### src/rtl/cu_pkg.sv
// cu_pkg: shared definitions for the accumulator-CPU control unit.
//   - bus widths (opcode, control bus, ALU function select)
//   - opcode values and the opcode-class encoding used by the sequencer
//   - FSM state encoding
//   - bit positions of control strobes C0..C15 inside ctrl
//   - one-hot ALU function codes plus opcode -> class / function helpers
// Optional build macro: CU_SINGLE_STEP_EN adds the STEP state.
package cu_pkg;

  localparam int OPW   = 8;
  localparam int CTRLW = 16;
  localparam int FNW   = 11;

  // Opcodes
  localparam logic [OPW-1:0] OP_HALT  = 8'h00;
  localparam logic [OPW-1:0] OP_LOAD  = 8'h01;
  localparam logic [OPW-1:0] OP_STORE = 8'h02;
  localparam logic [OPW-1:0] OP_ADD   = 8'h03;
  localparam logic [OPW-1:0] OP_SUB   = 8'h04;
  localparam logic [OPW-1:0] OP_MPY   = 8'h05;
  localparam logic [OPW-1:0] OP_DIV   = 8'h06;
  localparam logic [OPW-1:0] OP_AND   = 8'h07;
  localparam logic [OPW-1:0] OP_OR    = 8'h08;
  localparam logic [OPW-1:0] OP_NOT   = 8'h09;
  localparam logic [OPW-1:0] OP_SHL   = 8'h0A;
  localparam logic [OPW-1:0] OP_SHR   = 8'h0B;
  localparam logic [OPW-1:0] OP_JMP   = 8'h0C;
  localparam logic [OPW-1:0] OP_JGEZ  = 8'h0D;

  // FSM states
  typedef enum logic [3:0] {
    S_IDLE = 4'd0,
    S_F0   = 4'd1,
    S_F1   = 4'd2,
    S_F2   = 4'd3,
    S_DEC  = 4'd4,
    S_OPA  = 4'd5,
    S_MRD  = 4'd6,
    S_LDX  = 4'd7,
    S_BRX  = 4'd8,
    S_ALU  = 4'd9,
    S_STW  = 4'd10,
    S_MWR  = 4'd11,
    S_JMP  = 4'd12,
    S_JGEZ = 4'd13,
    S_HALT = 4'd14
`ifdef CU_SINGLE_STEP_EN
    ,
    S_STEP = 4'd15
`endif
  } state_t;

  // Control strobe bit positions (ctrl[i] = Ci)
  localparam int C_RAM_EN     = 0;   // RAM access enable
  localparam int C_PC_TO_MAR  = 2;
  localparam int C_PC_LOAD    = 3;   // MBR address -> PC (jump)
  localparam int C_IR_LOAD    = 4;   // MBR -> IR
  localparam int C_MBR_LOAD   = 5;   // memory -> MBR
  localparam int C_BR_LOAD    = 6;   // MBR -> BR
  localparam int C_OPA_TO_MAR = 8;   // MBR[7:0] -> MAR
  localparam int C_ALU_TO_ACC = 9;
  localparam int C_MBR_TO_ACC = 10;
  localparam int C_ACC_TO_MBR = 11;
  localparam int C_RAM_WR     = 12;
  localparam int C_PC_INC     = 15;

  // One-hot ALU function codes (fn k -> bit k)
  localparam logic [FNW-1:0] FN_ADD = 11'h002;
  localparam logic [FNW-1:0] FN_SUB = 11'h004;
  localparam logic [FNW-1:0] FN_MPY = 11'h008;
  localparam logic [FNW-1:0] FN_DIV = 11'h010;
  localparam logic [FNW-1:0] FN_AND = 11'h020;
  localparam logic [FNW-1:0] FN_OR  = 11'h040;
  localparam logic [FNW-1:0] FN_SHL = 11'h100;
  localparam logic [FNW-1:0] FN_SHR = 11'h200;
  localparam logic [FNW-1:0] FN_NOT = 11'h400;

  // Opcode classes: each class shares one state path after DEC
  typedef enum logic [2:0] {
    CL_LD   = 3'd0,
    CL_ST   = 3'd1,
    CL_BIN  = 3'd2,
    CL_UN   = 3'd3,
    CL_JMP  = 3'd4,
    CL_JGEZ = 3'd5,
    CL_HALT = 3'd6,
    CL_ILL  = 3'd7
  } cls_t;

  function automatic cls_t op_class(input logic [OPW-1:0] op);
    case (op)
      OP_HALT:                                         return CL_HALT;
      OP_LOAD:                                         return CL_LD;
      OP_STORE:                                        return CL_ST;
      OP_ADD, OP_SUB, OP_MPY, OP_DIV, OP_AND, OP_OR:   return CL_BIN;
      OP_NOT, OP_SHL, OP_SHR:                          return CL_UN;
      OP_JMP:                                          return CL_JMP;
      OP_JGEZ:                                         return CL_JGEZ;
      default:                                         return CL_ILL;
    endcase
  endfunction

  function automatic logic [FNW-1:0] op_fn(input logic [OPW-1:0] op);
    case (op)
      OP_ADD:  return FN_ADD;
      OP_SUB:  return FN_SUB;
      OP_MPY:  return FN_MPY;
      OP_DIV:  return FN_DIV;
      OP_AND:  return FN_AND;
      OP_OR:   return FN_OR;
      OP_NOT:  return FN_NOT;
      OP_SHL:  return FN_SHL;
      OP_SHR:  return FN_SHR;
      default: return '0;
    endcase
  endfunction

endpackage

### src/rtl/cu_ctrl_decode.sv
// cu_ctrl_decode: combinational strobe decoder for the control unit.
// Ports:
//   state    in  current FSM state (registered in the top)
//   cls      in  latched opcode class
//   fn       in  latched one-hot ALU function
//   acc_sign in  ACC[15]; only gates C3 in JGEZ
//   ctrl     out control strobes C0..C15
//   alu_fn   out one-hot ALU function, nonzero only in ALU state
module cu_ctrl_decode
  import cu_pkg::*;
(
  input  state_t           state,
  input  cls_t             cls,
  input  logic [FNW-1:0]   fn,
  input  logic             acc_sign,
  output logic [CTRLW-1:0] ctrl,
  output logic [FNW-1:0]   alu_fn
);

  logic alu_en;

  always_comb begin
    ctrl = '0;
    case (state)
      S_F0: ctrl[C_PC_TO_MAR] = 1'b1;
      S_F1: begin
        ctrl[C_RAM_EN]   = 1'b1;
        ctrl[C_MBR_LOAD] = 1'b1;
        ctrl[C_PC_INC]   = 1'b1;
      end
      S_F2:  ctrl[C_IR_LOAD]    = 1'b1;
      S_OPA: ctrl[C_OPA_TO_MAR] = 1'b1;
      S_MRD: begin
        ctrl[C_RAM_EN]   = 1'b1;
        ctrl[C_MBR_LOAD] = 1'b1;
      end
      S_LDX: ctrl[C_MBR_TO_ACC] = 1'b1;
      S_BRX: ctrl[C_BR_LOAD]    = 1'b1;
      S_ALU: ctrl[C_ALU_TO_ACC] = 1'b1;
      S_STW: ctrl[C_ACC_TO_MBR] = 1'b1;
      S_MWR: begin
        ctrl[C_RAM_EN] = 1'b1;
        ctrl[C_RAM_WR] = 1'b1;
      end
      S_JMP:  ctrl[C_PC_LOAD] = 1'b1;
      // The only strobe with a combinational input dependency.
      S_JGEZ: ctrl[C_PC_LOAD] = ~acc_sign;
      default: ctrl = '0;
    endcase
  end

  // Gate on class too, so a stale function latch can never leak out.
  assign alu_en = (state == S_ALU) && ((cls == CL_BIN) || (cls == CL_UN));

  generate
    for (genvar gi = 0; gi < FNW; gi++) begin : g_fn
      assign alu_fn[gi] = alu_en & fn[gi];
    end
  endgenerate

endmodule

### src/rtl/cu_sequencer.sv
// cu_sequencer: hardwired fetch/decode/execute Moore FSM for the 16-bit
// accumulator CPU.
// Ports:
//   clk, rst    clock, synchronous active-high reset
//   run         1 = execute, 0 = stop at the next instruction boundary
//   step        (CU_SINGLE_STEP_EN only) advance one instruction on rising edge
//   opcode      IR output, sampled only in DEC
//   acc_sign    ACC[15], used for JGEZ
//   ctrl        strobes C0..C15
//   alu_fn      one-hot ALU function select
//   instr_done  high in the last state of each instruction
//   halted      sticky, set by HALT or an illegal opcode
//   illegal     sticky, set by an undefined opcode
// Build macro: CU_SINGLE_STEP_EN enables the step input and STEP state.
module cu_sequencer
  import cu_pkg::*;
(
  input  logic             clk,
  input  logic             rst,
  input  logic             run,
`ifdef CU_SINGLE_STEP_EN
  input  logic             step,
`endif
  input  logic [OPW-1:0]   opcode,
  input  logic             acc_sign,
  output logic [CTRLW-1:0] ctrl,
  output logic [FNW-1:0]   alu_fn,
  output logic             instr_done,
  output logic             halted,
  output logic             illegal
);

  state_t         state_reg, state_next;
  cls_t           cls_reg, cls_next, dec_cls;
  logic [FNW-1:0] fn_reg, fn_next;
  logic           halted_reg, halted_next;
  logic           illegal_reg, illegal_next;
  state_t         done_target;

`ifdef CU_SINGLE_STEP_EN
  logic step_prev_reg;
  logic step_rise;

  // Edge detect so a held step advances exactly one instruction.
  assign step_rise = step & ~step_prev_reg;
`endif

  assign dec_cls = op_class(opcode);

  always_ff @(posedge clk) begin
    if (rst) begin
      state_reg   <= S_IDLE;
      cls_reg     <= CL_HALT;
      fn_reg      <= '0;
      halted_reg  <= 1'b0;
      illegal_reg <= 1'b0;
`ifdef CU_SINGLE_STEP_EN
      step_prev_reg <= 1'b0;
`endif
    end else begin
      state_reg   <= state_next;
      cls_reg     <= cls_next;
      fn_reg      <= fn_next;
      halted_reg  <= halted_next;
      illegal_reg <= illegal_next;
`ifdef CU_SINGLE_STEP_EN
      step_prev_reg <= step;
`endif
    end
  end

  always_comb begin
    state_next   = state_reg;
    cls_next     = cls_reg;
    fn_next      = fn_reg;
    halted_next  = halted_reg;
    illegal_next = illegal_reg;

`ifdef CU_SINGLE_STEP_EN
    done_target = S_STEP;
`else
    done_target = run ? S_F0 : S_IDLE;
`endif

    case (state_reg)
      S_IDLE: if (run) state_next = S_F0;
      S_F0:   state_next = S_F1;
      S_F1:   state_next = S_F2;
      S_F2:   state_next = S_DEC;
      S_DEC: begin
        // Latch class and function here; later opcode changes are ignored.
        cls_next = dec_cls;
        fn_next  = op_fn(opcode);
        case (dec_cls)
          CL_LD, CL_ST, CL_BIN: state_next = S_OPA;
          CL_UN:                state_next = S_ALU;
          CL_JMP:               state_next = S_JMP;
          CL_JGEZ:              state_next = S_JGEZ;
          CL_HALT: begin
            state_next  = S_HALT;
            halted_next = 1'b1;
          end
          default: begin
            state_next   = S_HALT;
            halted_next  = 1'b1;
            illegal_next = 1'b1;
          end
        endcase
      end
      S_OPA: state_next = (cls_reg == CL_ST) ? S_STW : S_MRD;
      S_MRD: state_next = (cls_reg == CL_LD) ? S_LDX : S_BRX;
      S_BRX: state_next = S_ALU;
      S_STW: state_next = S_MWR;
      S_LDX, S_MWR, S_ALU, S_JMP, S_JGEZ: state_next = done_target;
      S_HALT: state_next = S_HALT;
`ifdef CU_SINGLE_STEP_EN
      S_STEP: if (step_rise) state_next = run ? S_F0 : S_IDLE;
`endif
      default: state_next = S_IDLE;
    endcase
  end

  cu_ctrl_decode u_decode (
    .state    (state_reg),
    .cls      (cls_reg),
    .fn       (fn_reg),
    .acc_sign (acc_sign),
    .ctrl     (ctrl),
    .alu_fn   (alu_fn)
  );

  assign instr_done = (state_reg == S_LDX) || (state_reg == S_MWR) ||
                      (state_reg == S_ALU) || (state_reg == S_JMP) ||
                      (state_reg == S_JGEZ);
  assign halted  = halted_reg;
  assign illegal = illegal_reg;

endmodule

### config.mk
export PLATFORM = sky130hd
export DESIGN_NAME = cu_sequencer
export DESIGN_NICKNAME = d
export VERILOG_FILES = /design/src/rtl/cu_pkg.sv /design/src/rtl/cu_ctrl_decode.sv /design/src/rtl/cu_sequencer.sv
export SDC_FILE = /design/constraint.sdc
export NUM_CORES = 1
export LEC_CHECK = 0
export BUFFER_PORTS_ARGS = -buffer_cell sky130_fd_sc_hd__buf_4
export CAP_MARGIN = 20
export CORE_AREA = 2 2 73 75
export DETAILED_ROUTE_END_ITERATION = 7
export DIE_AREA = 0 0 75 77
export GPL_TIMING_DRIVEN = 0
export HOLD_SLACK_MARGIN = 0.05
export SYNTH_ARGS = -nofsm -noshare
export SYNTH_HDL_FRONTEND = slang
export SYNTH_SLANG_ARGS = --single-unit
### constraint.sdc
create_clock -name clk -period 2.6 [get_ports clk]
set_input_delay 0.26 -clock clk [delete_from_list [all_inputs] [get_ports clk]]
set_output_delay 0.26 -clock clk [all_outputs]
set_load 0.02 [all_outputs]
Word-level counts from Yosys, hierarchy flattened. Memories as Yosys holds them, arrays and structs flattened. Index checks and enable logic that the tools add are counted.

Output and inout bits: 30. Bits in read-only memories: 192. Register bits: 20. Word-level logic and storage cells: 83. Memories kept: 2.

Memory list: (name not given) (words 16, width 9, read ports 1, clocked after memory_dff 0, wr ports 0, line cu_pkg.sv:104) `case (op)`; (name not given) (words 16, width 3, read ports 1, clocked after memory_dff 0, wr ports 0, line cu_pkg.sv:91) `case (op)`.

Equality and inequality tests: 24. Bitwise operators: 14. Reductions and logical operators: 18. Multiplexer cells: 20.

Operators by type and width (number): $pmux 4 s11 (1); $eq 4x4->1 const B (7); $eq 4x3->1 const B (4); $pmux 4 s4 (1); $eq 3x2->1 const B (4); $mux 1 (12); $mux 4 (3); $and 1x1->1 (11); $mux 11 (1); $eq 3x3->1 const B (3); $eq 4x2->1 const B (2); $logic_not 4->1 (2); $reduce_or 7->1 (1); $eq 3x1->1 const B (2); $logic_not 3->1 (2); $reduce_or 3->1 (2); $reduce_or 6->1 (1); $logic_or 1x1->1 (5); $reduce_or 5->1 (1); $eq 4x1->1 const B (1); $reduce_and 2->1 (2); $mux 3 (1); $not 1->1 (3); $ne 2x2->1 const B (1); 3 further kinds (3).

Depth between registers and ports, before layout.
Depth after elaboration: 6. Gate-level depth with buffers: 7. Depth with buffers taken out: 7.

Hierarchy. From an unflattened synthesis, not the netlist that was laid out.

Cells, all modules: 160. Area, all modules: 1229.9 um^2.

Modules (own cells, without submodules): cu_sequencer (instances 1, cells an instance 122, area an instance 999.7 um^2); cu_ctrl_decode (instances 1, cells an instance 38, area an instance 230.2 um^2).

Worst setup path after synthesis. No wires, ideal clock.

Path type: reg2out. From: register state_reg[0]. To: output port alu_fn[10]. Data arrival time: 1.806 ns. Cell stages (with the launch flop): 7. Data required time: 2.340 ns. Path slack: 0.534 ns. Path through: dfxtp_1 buf_2 nand2_1 nor3_1 and3b_1 clkbuf_1 and2_1.

Word-level cells in the longest chain between the ends: 3.

Ends and longest elaborated chain: start, declared (line cu_sequencer.sv:33) `state_t state_reg, state_next;`; start signal, assigned (line cu_sequencer.sv:61) `state_reg <= state_next;`; $eq 4x4->1 (line cu_ctrl_decode.sv:53) `assign alu_en = (state == S_ALU) && ((cls == CL_BIN) || (cls == CL_UN));`; $logic_and 1x1->1 (line cu_ctrl_decode.sv:53); $and 1x1->1 (line cu_ctrl_decode.sv:57) `assign alu_fn[gi] = alu_en & fn[gi];`; end, declared (line cu_sequencer.sv:27) `output logic [FNW-1:0] alu_fn,`.

Every way passes these cells.

Worst setup path in the final report.
From: register state_reg[0]. To: output port alu_fn[9].

Same word-level chain as after synthesis.

==> metrics <==
Yosys Warn Count 0; Vias/cell 4.44; first-pass GRT wire length 5040 um; FP Rows 26; GRT overflow 0; Synth Register Bits 18; final wirelength 3060 um; clock insertion delay at the later pin of the skew report 250 ps; Vias 1,202; antenna violations before repair 0; CTS H-tree depth 1; Remaining DRCs 0; R2R setup slack 900 ps; most frequent cells after synthesis 26 x nor2_1, 18 x dfxtp_1, 15 x nand2_1, 12 x and2_1, 9 x a22oi_1; First-pass DRT Iterations 4; fin crit share 0.876; Synth top area share 0.298; ys async rst share 0; max_cap viols 0; Syn Inst Count 158; Fmax achieved 0.439 GHz; CTS tree done; Peak VDD IR 0.000193 V; wire per inst 11.3 um; Ports 42; worst hold endpoint fn_reg[1]; CP Max Fanout 10; clock tree sinks 18; overall global routing resource usage 0.110; slew of the pin with the lowest slew margin 564 ps; Synth area leader dfxtp_1; Critical Path RT 2340 ps; 1st-iter DRT viols 40; RePlAce Congestion 0.823; Worst Hold Class in -> reg; placed cells 268; most numerous cell in the Yosys netlist nor2_1; vias in the first global route 1,081; number of synthesized flops with an enable pin 0; sequential share of the synthesized area 0.298; CTS Buf Count 3; Core Region 4980 sq um; clk slew on worst S/H paths 70 ps; area delta synth->final 34.0%; status finished, final reports clean; setup bufs post-CTS 0; CP Capture Type primary output; syn avg cell area 7.65 sq um; Critical R2R Launch state_reg[1]; die area 5780 sq um; Post-DRT Antenna Nets 0; Die Y 77 um; top_reg_cell synth dfxtp_1; Power Density 389 nW/um^2; Tmin final 2280 ps; RSZ-0062 raised after global routing no; Hold Crit Depth 2; NumNets Final 219; Pint 0.446 mW; Switching Power 0.183 mW; post-synth cell types 38; Setup violations, final 0; Starting Density 0.243; total inserted antenna cells 0; # port buffers 35; setup TNS 0 ps; clock share of power 0.307; share of cells above drive strength 1 0.264; Final Cell Area 1620 sq um; sw frac 0.291; Post-Place Cell Area 1580 sq um; number of flip-flops in the largest register 9; Post-CTS Resized 0; post-DP HPWL 2450 um; Die Wd 75 um; root buffer cell clkbuf_8; Flop pwr share 0.453; synth top area cells dfxtp_1 30%, nor2_1 8.1%, and2_1 6.2%, a22oi_1 5.6%, nand2_1 4.7%; critical path class reg -> out; clock skew 4.89 ps; Critical Path Start Type flop; R2R Path End state_reg[0]; Worst Hold Launch rst; Final Hold Vio Count 0; area of the mapped netlist 1210 sq um; hold-fix buffers at CTS 0; Max Slew Vio Count 0; leakage 0.694 nW; Max Root-Sink Buffers 2; Slew headroom 0.621; Reg2Reg Depth 5; data arrival time at the worst-slack endpoint 2020 ps; Layout Cells excl Fill 271; Gate power share 0.241; pin count of the biggest net entering global routing 11
## cell type report
type,count,area (sq um)
well taps,70,87.6
fillers,546,3360
repair buffers,35,263
multi-input cells,125,759
clock buffers,3,41.3
plain buffers,14,85.1
inverters,6,22.5
flip-flops and latches,18,360
## through the flow
step                total power [mW]  utilization  setup slack [ps]  hold WS (ps)
finish                         0.629        0.325               322           180
global route                   0.665        0.325               129           184
CTS                            0.635        0.325               290           179
detailed placement             0.443        0.317               576           440
global placement               0.442        0.317               517           437
floorplan                      0.391            -               534           329
## power by group through the flow
| stage | clock (mW) | combinational, mW | sequential [mW] |
|---|---|---|---|
| 2_1_floorplan | 0 | 0.100 | 0.291 |
| 3_5_place_dp | 0 | 0.151 | 0.291 |
| 3_3_place_gp | 0 | 0.151 | 0.291 |
| 6_report | 0.193 | 0.151 | 0.285 |
| 5_1_grt | 0.210 | 0.169 | 0.285 |
| 4_1_cts | 0.198 | 0.152 | 0.285 |
## layout by cell type (no fill, tap or decap), types with 2 or more instances in the layout
cell type | synthesis | routed
nor3_1 | 6 | 6
a31oi_1 | 4 | 4
ha_1 | 4 | 4
a21oi_1 | 6 | 6
nand2b_1 | 4 | 4
clkbuf_1 | 5 | 5
o21ai_0 | 5 | 5
clkbuf_8 | 0 | 3
and3b_1 | 2 | 2
buf_4 | 6 | 41
dfxtp_1 | 18 | 18
nor2_1 | 26 | 26
buf_2 | 2 | 2
inv_1 | 6 | 6
nand2_1 | 15 | 15
and2_1 | 12 | 12
o22ai_1 | 3 | 3
a211o_1 | 2 | 2
a22oi_1 | 9 | 9
o21a_1 | 2 | 2
nor2b_1 | 2 | 2
nor3b_2 | 2 | 2
conb_1 | 1 | 6
## worst max-delay path, cell delays in order, from the launching register on
cell      delay (ps)
dfxtp_1          360
buf_2            220
nand2_1          150
nor3_1           230
and3b_1          190
clkbuf_1         280
and2_1           200
buf_4            140
## worst max path at each step
stage | depth (start not counted) | to | slack, ps | from
after floorplan | 6 | alu_fn[10] | 530 | state_reg[0]
after global placement | 7 | alu_fn[5] | 520 | state_reg[0]
after detailed placement | 7 | alu_fn[9] | 580 | state_reg[0]
after CTS | 7 | alu_fn[9] | 290 | state_reg[0]
after global routing | 7 | alu_fn[5] | 130 | state_reg[0]
final | 7 | alu_fn[9] | 320 | state_reg[0]
## metal layers
layer  part of all wire  track usage
met2               0.45        0.169
met1               0.48        0.154
met5                  0            0
met3              0.059       0.0184
met4              0.011       0.0321
## kinds of logic (layout without fill, tap and decap cells)
family / count (synthesis) / after routing / share of synthesized area
buf+inv: 20 / 58 / 0.0890
simple gates: 78 / 78 / 0.361
fa+ha+maj: 4 / 4 / 0.0414
compound gates: 37 / 37 / 0.207
flops: 18 / 18 / 0.298
other cells: 1 / 6 / 0.00310
(Power assumes the default switching activity.)
